--- src/rtl/memx_ctrl_pkg.sv ---
// Shared types, requester indices and sizing helpers for the x-vector
// memory access controller.
package memx_ctrl_pkg;

    typedef enum logic [1:0] {
        ST_IDLE  = 2'd0,
        ST_READ  = 2'd1,
        ST_WRITE = 2'd2
    } state_t;

    localparam int REQ_LOADER  = 0;
    localparam int REQ_XUPDATE = 1;

    function automatic int calc_dw(input int units, input int width);
        return units * width;
    endfunction

    function automatic int calc_aw(input int height);
        return $clog2(height) + 1;
    endfunction

endpackage

--- src/rtl/memx_access_controller_rr_arbiter2.sv ---
// Two-way round-robin arbiter: on a tie the requester not granted last time wins.
module rr_arbiter2 (
    input  logic       clk,
    input  logic       reset,
    input  logic [1:0] req,
    input  logic       advance,
    output logic       gnt_valid,
    output logic       gnt_idx
);

    logic last_q;
    logic last_d;

    always_comb begin
        gnt_valid = |req;
        gnt_idx   = (req == 2'b11) ? ~last_q : req[1];
        last_d    = last_q;
        if (advance) begin
            last_d = gnt_idx;
        end
    end

    // Starting at 1 lets requester 0 win the first tie after reset.
    always_ff @(posedge clk) begin
        if (reset) begin
            last_q <= 1'b1;
        end else begin
            last_q <= last_d;
        end
    end

endmodule

--- src/rtl/memx_access_controller.sv ---
// Burst-level arbiter/sequencer sharing the x-vector memory between the
// loader and the x-update datapath, one burst at a time.
module memx_access_controller
    import memx_ctrl_pkg::*;
#(
    parameter int  no_of_units   = 8,
    parameter int  element_width = 32,
    parameter int  memory_height = 1000,
    parameter int  address_width = calc_aw(memory_height),
    localparam int DW            = calc_dw(no_of_units, element_width)
) (
    input  logic                     clk,
    input  logic                     reset,
    input  logic [1:0]               req_valid,
    input  logic [1:0]               req_write,
    input  logic [address_width-1:0] req_base_addr_0,
    input  logic [address_width-1:0] req_base_addr_1,
    input  logic [address_width-1:0] req_len_0,
    input  logic [address_width-1:0] req_len_1,
    output logic [1:0]               req_ready,
    input  logic [DW-1:0]            wr_data_0,
    input  logic [DW-1:0]            wr_data_1,
    input  logic [1:0]               wr_valid,
    output logic [1:0]               wr_ready,
    output logic [DW-1:0]            rd_data,
    output logic [1:0]               rd_valid,
    output logic                     rd_last,
    output logic [1:0]               done,
    output logic                     addr_err,
    output logic [address_width-1:0] mem_read_address,
    output logic [address_width-1:0] mem_write_address,
    output logic                     mem_write_enable,
    output logic [DW-1:0]            mem_write_data,
    input  logic [DW-1:0]            mem_output
);

    localparam logic [address_width-1:0] MAX_ADDR = address_width'(memory_height);
    localparam logic [address_width-1:0] ONE      = address_width'(1);

    function automatic logic [1:0] onehot2(input logic idx);
        return idx ? 2'b10 : 2'b01;
    endfunction

    state_t                   state_q, state_d;
    logic                     owner_q, owner_d;
    logic [address_width-1:0] cur_addr_q, cur_addr_d;
    logic [address_width-1:0] remaining_q, remaining_d;
    logic [DW-1:0]            rd_data_q, rd_data_d;
    logic [1:0]               rd_valid_q, rd_valid_d;
    logic                     rd_last_q, rd_last_d;
    logic [1:0]               done_q, done_d;
    logic                     addr_err_q, addr_err_d;

    logic                     gnt_valid;
    logic                     gnt_idx;
    logic                     gnt_take;
    logic [address_width-1:0] gnt_len;
    logic                     beat;
    logic                     beat_oob;

    rr_arbiter2 u_arb (
        .clk       (clk),
        .reset     (reset),
        .req       (req_valid),
        .advance   (gnt_take),
        .gnt_valid (gnt_valid),
        .gnt_idx   (gnt_idx)
    );

    assign gnt_len  = gnt_idx ? req_len_1 : req_len_0;
    assign beat_oob = (cur_addr_q > MAX_ADDR);

    always_comb begin
        state_d          = state_q;
        owner_d          = owner_q;
        cur_addr_d       = cur_addr_q;
        remaining_d      = remaining_q;
        rd_data_d        = rd_data_q;
        rd_valid_d       = '0;
        rd_last_d        = 1'b0;
        done_d           = '0;
        addr_err_d       = 1'b0;
        req_ready        = '0;
        wr_ready         = '0;
        mem_write_enable = 1'b0;
        gnt_take         = 1'b0;
        beat             = 1'b0;

        case (state_q)
            ST_IDLE: begin
                if (gnt_valid) begin
                    gnt_take    = 1'b1;
                    req_ready   = onehot2(gnt_idx);
                    owner_d     = gnt_idx;
                    cur_addr_d  = gnt_idx ? req_base_addr_1 : req_base_addr_0;
                    remaining_d = gnt_len;
                    if (gnt_len == '0) begin
                        done_d = onehot2(gnt_idx);
                    end else if (req_write[gnt_idx]) begin
                        state_d = ST_WRITE;
                    end else begin
                        state_d = ST_READ;
                    end
                end
            end
            ST_READ: begin
                beat       = 1'b1;
                rd_data_d  = mem_output;
                rd_valid_d = onehot2(owner_q);
                rd_last_d  = (remaining_q == ONE);
            end
            ST_WRITE: begin
                wr_ready         = onehot2(owner_q);
                beat             = wr_valid[owner_q];
                mem_write_enable = beat && !beat_oob;
            end
            default: state_d = ST_IDLE;
        endcase

        // Out-of-range beats still consume a slot so burst length is honoured.
        if (beat) begin
            addr_err_d  = beat_oob;
            cur_addr_d  = cur_addr_q + ONE;
            remaining_d = remaining_q - ONE;
            if (remaining_q == ONE) begin
                state_d = ST_IDLE;
                done_d  = onehot2(owner_q);
            end
        end

        if (reset) begin
            req_ready        = '0;
            wr_ready         = '0;
            mem_write_enable = 1'b0;
            gnt_take         = 1'b0;
        end
    end

    always_ff @(posedge clk) begin
        if (reset) begin
            state_q     <= ST_IDLE;
            owner_q     <= 1'b0;
            cur_addr_q  <= '0;
            remaining_q <= '0;
            rd_data_q   <= '0;
            rd_valid_q  <= '0;
            rd_last_q   <= 1'b0;
            done_q      <= '0;
            addr_err_q  <= 1'b0;
        end else begin
            state_q     <= state_d;
            owner_q     <= owner_d;
            cur_addr_q  <= cur_addr_d;
            remaining_q <= remaining_d;
            rd_data_q   <= rd_data_d;
            rd_valid_q  <= rd_valid_d;
            rd_last_q   <= rd_last_d;
            done_q      <= done_d;
            addr_err_q  <= addr_err_d;
        end
    end

    assign rd_data           = rd_data_q;
    assign rd_valid          = rd_valid_q;
    assign rd_last           = rd_last_q;
    assign done              = done_q;
    assign addr_err          = addr_err_q;
    assign mem_read_address  = cur_addr_q;
    assign mem_write_address = cur_addr_q;
    assign mem_write_data    = (owner_q == 1'(REQ_XUPDATE)) ? wr_data_1 : wr_data_0;

endmodule

--- config.mk ---
export PLATFORM = sky130hd
export DESIGN_NAME = memx_access_controller
export DESIGN_NICKNAME = d
export VERILOG_FILES = /design/src/rtl/memx_ctrl_pkg.sv /design/src/rtl/memx_access_controller_rr_arbiter2.sv /design/src/rtl/memx_access_controller.sv
export SDC_FILE = /design/constraint.sdc
export NUM_CORES = 1
export LEC_CHECK = 0
export CORE_AREA = 4 4 531 533
export DETAILED_ROUTE_END_ITERATION = 12
export DIE_AREA = 0 0 535 537
export PLACE_DENSITY = 0.3
export SLEW_MARGIN = 25
export SYNTH_ARGS = -nofsm -noshare
export SYNTH_HDL_FRONTEND = slang
export SYNTH_HIERARCHICAL = 1
export SYNTH_SLANG_ARGS = --single-unit
--- constraint.sdc ---
create_clock -name clk -period 2.9 [get_ports clk]
set_input_delay 0.87 -clock clk [delete_from_list [all_inputs] [get_ports clk]]
set_output_delay 0.87 -clock clk [all_outputs]
set_load 0.02 [all_outputs]
==> results of run 1 <==
## where the power goes
group	total [uW]	internal, uW	switching [uW]
Clock	5370	3150	2220
Sequential	4760	4460	302
Combinational	8320	4150	4180
Total	18500	11800	6700
## logic make-up after synthesis
group / Yosys count
AOI/OAI and AO/OA: 70
buffers and inverters: 125
and+or+nand+nor: 359
DFF: 288
xor gates and xnor gates: 1
muxes: 534
adders and majority gates: 7
## worst max-delay path, stage by stage, from the launching register on
cell	delay, ps
dfxtp_4	420
buf_12	150
clkbuf_16	200
buf_16	150
buf_8	130
mux2_4	330
buf_12	160
## per-layer routing
metal	global-route usage, %	routed length, um	part of all wire (%)	vias to the layer above
li1	-	-	-	7722
met2	26.49	112000	60	1137
met3	3.680	13540	7.2	443
met4	4.431	8758	4.7	8
met5	0	48	0.026	-
met1	9.898	53410	28	8097
## stage by stage
stage               utilization, %  setup WS (ps)
global route                 12.89         -249.7
detailed placement           11.86         -561.8
floorplan                        -          38.88
finish                       12.89         -185.1
CTS                          12.56         -324.9
global placement             11.86         -562.1
## synthesized netlist by cell type (all sizes together) (2+ instances only)
cell    number  area, sq um
nor4         6        52.55
o211ai       3        22.52
nor3        12        60.06
nor3b        2        15.01
a31oi        4        25.02
nor2b        2        12.51
nand2       17        63.81
or4          5        41.29
nand3        7        35.03
ha           7        87.58
and2         6        37.54
o21ai       13        65.06
nand2b       3        18.77
a21oi       26        130.1
inv         13        48.80
o32a         2        20.02
and3         4        25.02
buf         57        292.8
or3b         2        17.52
nand4        4        25.02
mux2i      268         2695
mux2       266         2995
a32oi        8        70.07
dfxtp      288         5766
or3          4        25.02
clkbuf      55        210.2
nor2       282         1059
## sequential cells by signal (all words and copies together), names as in the netlist
signal and cells:
rd_data 256, mem_read_address 11, remaining_q 11, done 2
rd_valid 2, state_q 2, addr_err 1, owner_q 1
rd_last 1, u_arb/last_q 1
## timing repair
item,4_1_cts,5_1_grt
gates cloned,9,9
gates resized for setup,436,435
endpoints found under the setup margin,258,259
setup buffers,18,31
pin swaps,2,1
endpoints found under the hold margin,0,0
## cell type report
type | instances | area share (%)
Clock inverter | 11 | 0.4352
Sequential cell | 288 | 16.19
Multi-Input combinational cell | 971 | 23.16
Tap cell | 3705 | 13.00
Clock buffer | 64 | 3.573
Antenna cell | 31 | 0.2176
Inverter | 13 | 0.1474
Timing Repair Buffer | 1495 | 43.27
## final timing paths
check                                 start                           to  slack [ps]  depth (start not counted)
setup reg to reg       owner_q$_SDFFE_PP0P_  remaining_q[9]$_SDFFE_PP0P_         350                         11
setup / recovery       owner_q$_SDFFE_PP0P_          mem_write_data[250]        -190                          6
hold / removal    rd_data[138]$_SDFFE_PP0N_    rd_data[138]$_SDFFE_PP0N_         490                          2
hold reg to reg   rd_data[138]$_SDFFE_PP0N_    rd_data[138]$_SDFFE_PP0N_         490                          2
==> flow_summary.ini, run 1 <==
[run_status]
status = finished, violations left
violations = setup timing

[run]
drv_cap = 0

[floorplanning]
dieArea_sq_um = 287300
coreArea_sq_um = 276500
ioPinCount = 1365
die_h_um = 537
start_util_pct = 5.089
fp.dieW_um = 535
num_rows = 193

[placement]
portBuffers = 1364
place_congestion = 0.8823
hpwl_mm = 165.9
placed_cells = 6414
place_area_sq_um = 32780

[detailed_routing]
num_vias = 17410
drtPass1Iterations = 5
routed_wl_mm = 187.8
viasPerCell = 2.646
drtIter0Drc = 626
drc = 0
final_antenna_net_count = 0
wl_per_cell_um = 28.55

[clocking]
clk_pin_slew_ps = 60
clockBufferDepth = 3
postCtsHoldBufs = 0
htreeDepth = 2
cts-root-buf = clkbuf_16
worst_skew_pair.late_latency_ps = 600
cts_tree = built
cts.sinks = 288
cts_made_buffers = 42

[yosys]
yosys_warnings = 6
synth-seq-area-share_pct = 40.97
synth_compound_area_share_pct = 3.237
synthSimpleGateAreaFrac_pct = 10.74
synth.area.mux_share_pct = 40.44
synth_xor_area_share_pct = 0.06224
synthAdderAreaFrac_pct = 0.6224
syn_inst = 1384
syn_area_per_cell_sq_um = 10.17
synth_cell_types = 54
syn_area_sq_um = 14070
synth_top_family_by_area = multiplexers
ys_seq_elements = 288
async_flop_share_pct = 0
syn-num-nets = 2211
synth_ff_type = dfxtp_1
synth-edff-count = 0

[timing]
finalMaxSlewViolations = 0
maxSlewHeadroom_pct = 40.89
setup_violations = 187
tns_ps = -13650
worst_pin_slew_ps = 886.6
finalWorstSetupSlack_ps = -185.1
fmax_ghz = 0.3241
min_period_over_period_pct = 106.4
rsz0062_at_grt = true
clock_skew_ps = 25.22
fin_crit_ps = 3085
whs_ps = 487.8
hold_viol = 0

[global_route]
grt-ovfl-total = 0
grt_max_degree = 88
antenna_found_initial = 189
grt_pass1_vias = 17370
grt_pass1_wl_mm = 221.3
track_usage_pct = 12.21

[power]
p_leak_uw = 0.01259
power.total_uw = 18450
ir_drop_mv = 0.3985
power_density_nw_per_um2 = 517.7

[worst_setup_path]
worstSetupStartpointType = register
end_kind = primary output
critPathMaxFanout = 8
arrival_ps = 2220
worstSetupPathType = register to primary output
worstPathRequired_ps = 2030

[cells_and_area]
final_common_cell = clkdlybuf4s50_1
drive_gt1_share_pct = 26.35
fin_nets = 3638
multi_input_area_sq_um = 8255
fillers = 31500
areaGrowthSynthToFinish_pct = 153.3
stdcell_count = 6578
final-seq-area_sq_um = 5771
final_cell_mix = 1068 x clkdlybuf4s50_1, 286 x dfxtp_1, 280 x nor2_1
final_area_sq_um = 35650

[hold_path]
hold_path_class = register to register
(Power assumes the default switching activity.)
==> run 2: changes to the inputs <==
TNS_END_PERCENT = 50   (was unset)
==> flow_summary.ini, run 2 (synthesis results as in run 1) <==
[power]
combPwrFrac_pct = 44.6
p_int_uw = 11630
p_seq_share_pct = 26.0
power.total_uw = 18300
netSwitchingPower_uw = 6664
power_density_nw_per_um2 = 520.1
power.share.switching_pct = 36.42
p_leak_uw = 0.01231
ir_drop_mv = 0.3981
clkPwrFrac_pct = 29.4

[timing]
min_period_over_period_pct = 105.7
finalMaxSlewViolations = 0
setup_violations = 199
fmax_ghz = 0.3262
rsz0062_at_grt = true
finalWorstSetupSlack_ps = -165.2
maxSlewHeadroom_pct = 40.30
clock_skew_ps = 25.36
hold_viol = 0
worst_pin_slew_ps = 895.5
fin_crit_ps = 3065

[detailed_routing]
drc = 0
drtIter0Drc = 584
drtPass1Iterations = 5
wl_per_cell_um = 28.55
num_vias = 17310
final_antenna_net_count = 0
viasPerCell = 2.635
routed_wl_mm = 187.5

[cells_and_area]
final_area_sq_um = 35180
drive_gt1_share_pct = 25.60
fillers = 31510
final-seq-area_sq_um = 5769
largest_reg_flops = 256
multi_input_area_sq_um = 8046
final_cell_mix = 1068 x clkdlybuf4s50_1, 287 x dfxtp_1, 281 x nor2_1
areaGrowthSynthToFinish_pct = 150.0
fin_nets = 3628
final_common_cell = clkdlybuf4s50_1

[clocking]
worst_skew_pair.late_latency_ps = 600
cts.sinks = 288
clk_pin_slew_ps = 60
cts-root-buf = clkbuf_16
cts_made_buffers = 42
clockBufferDepth = 3
cts_tree = built
postCtsHoldBufs = 0
htreeDepth = 2

[global_route]
track_usage_pct = 12.21
busiest_layer = met2
grt_pass1_vias = 17370
grt-ovfl-total = 0
grt_pass1_wl_mm = 221.3
grt_use_met3_pct = 3.680
antenna_found_initial = 189
grt_use_met2_pct = 26.49
grt_max_degree = 88
grt_use_met1_pct = 9.898

[worst_setup_path]
r2r_start = owner_q$_SDFFE_PP0P_
worstSetupStartpointType = register
regToRegSetupSlack_ps = 460
r2r_end = remaining_q[9]$_SDFFE_PP0P_
critPathMaxFanout = 8
r2r.worst_path.cells = 10
critPathLaunch = owner_q$_SDFFE_PP0P_
end_kind = primary output
worstPathRequired_ps = 2030
worstSetupPathType = register to primary output
arrival_ps = 2200

[floorplanning]
coreArea_sq_um = 276500
start_util_pct = 5.089
dieArea_sq_um = 287300
num_rows = 193
fp.dieW_um = 535
ioPinCount = 1365
die_h_um = 537

[hold_path]
hold_depth = 2
min_from = rd_data[138]$_SDFFE_PP0N_
hold_path_class = register to register
hold_end = rd_data[138]$_SDFFE_PP0N_

[placement]
portBuffers = 1364
hpwl_mm = 165.9
place_congestion = 0.8823
place_area_sq_um = 32780

[run_status]
status = finished, violations left
violations = setup timing

[run]
drv_cap = 0
[run 2: cell count changes in the layout (fill, tap and decap cells not counted), sizes merged]
| cell | previous run | this run |
|---|---|---|
| clkinvlp | 2 | 1 |
| inv | 13 | 14 |
| diode | 31 | 33 |
| clkdlybuf4s15 | 6 | 7 |
| bufbuf | 0 | 1 |
| clkbuf | 101 | 94 |
| buf | 359 | 345 |
| dlygate4sd2 | 25 | 34 |
[run 2: power groups by stage]
stage               clock network, uW  logic (uW)  registers, uW
global route                     5810        8670           4830
global placement                    0        8060           4830
CTS                              5720        8230           4770
detailed placement                  0        8040           4840
finish                           5370        8160           4760
floorplan                           0        2840           5360
[run 2: per-stage QoR]
step / setup TNS, ps / utilization (%) / hold WS (ps) / instances / setup slack, ps
floorplan: 0 / - / 461.4 / 1384 / 38.88
global placement: -31470 / 11.86 / 470.4 / 6414 / -562.1
detailed placement: -31130 / 11.86 / 482.4 / 6414 / -561.8
CTS: -42120 / 12.56 / 495.2 / 6516 / -324.9
global route: -36990 / 12.71 / 519.0 / 6560 / -265.2
finish: -12630 / 12.72 / 487.8 / 6570 / -165.2
[run 2: critical path, cell delays in order, from the launching register on]
cell and delay, ps:
dfxtp_4 420, buf_12 150, clkbuf_16 190, buf_16 150, buf_8 130, mux2_4 330, buf_12 160
[run 2: per-layer routing]
metal	vias to the layer above	share of wire, %
met5	-	0.026
met4	8	4.8
met3	445	7.3
met2	1151	60
met1	8000	28
li1	7710	-
[run 2: worst max-delay path by stage]
stage | to | slack [ps] | cells after the start
after floorplan | req_ready[1] | 40 | 4
after global placement | mem_write_enable | -560 | 4
after detailed placement | mem_write_enable | -560 | 4
after CTS | mem_write_data[169] | -320 | 4
after global routing | mem_write_data[196] | -270 | 4
final | mem_write_data[250] | -170 | 6
[run 2: final cells by class]
class / count / share of cell area, %
flip-flops and latches: 288 / 16.40
multi-input cells: 971 / 22.87
clock buffers: 64 / 3.621
inverters: 13 / 0.1387
clock inverters: 11 / 0.4411
diodes: 33 / 0.2348
repair buffers: 1485 / 43.11
well taps: 3705 / 13.18
[run 2: what timing repair did]
item | in CTS | in global routing
pin swaps | 2 | 1
cloned | 9 | 5
setup buffers | 18 | 21
gates resized for setup | 436 | 277
endpoints found under the setup margin | 258 | 259
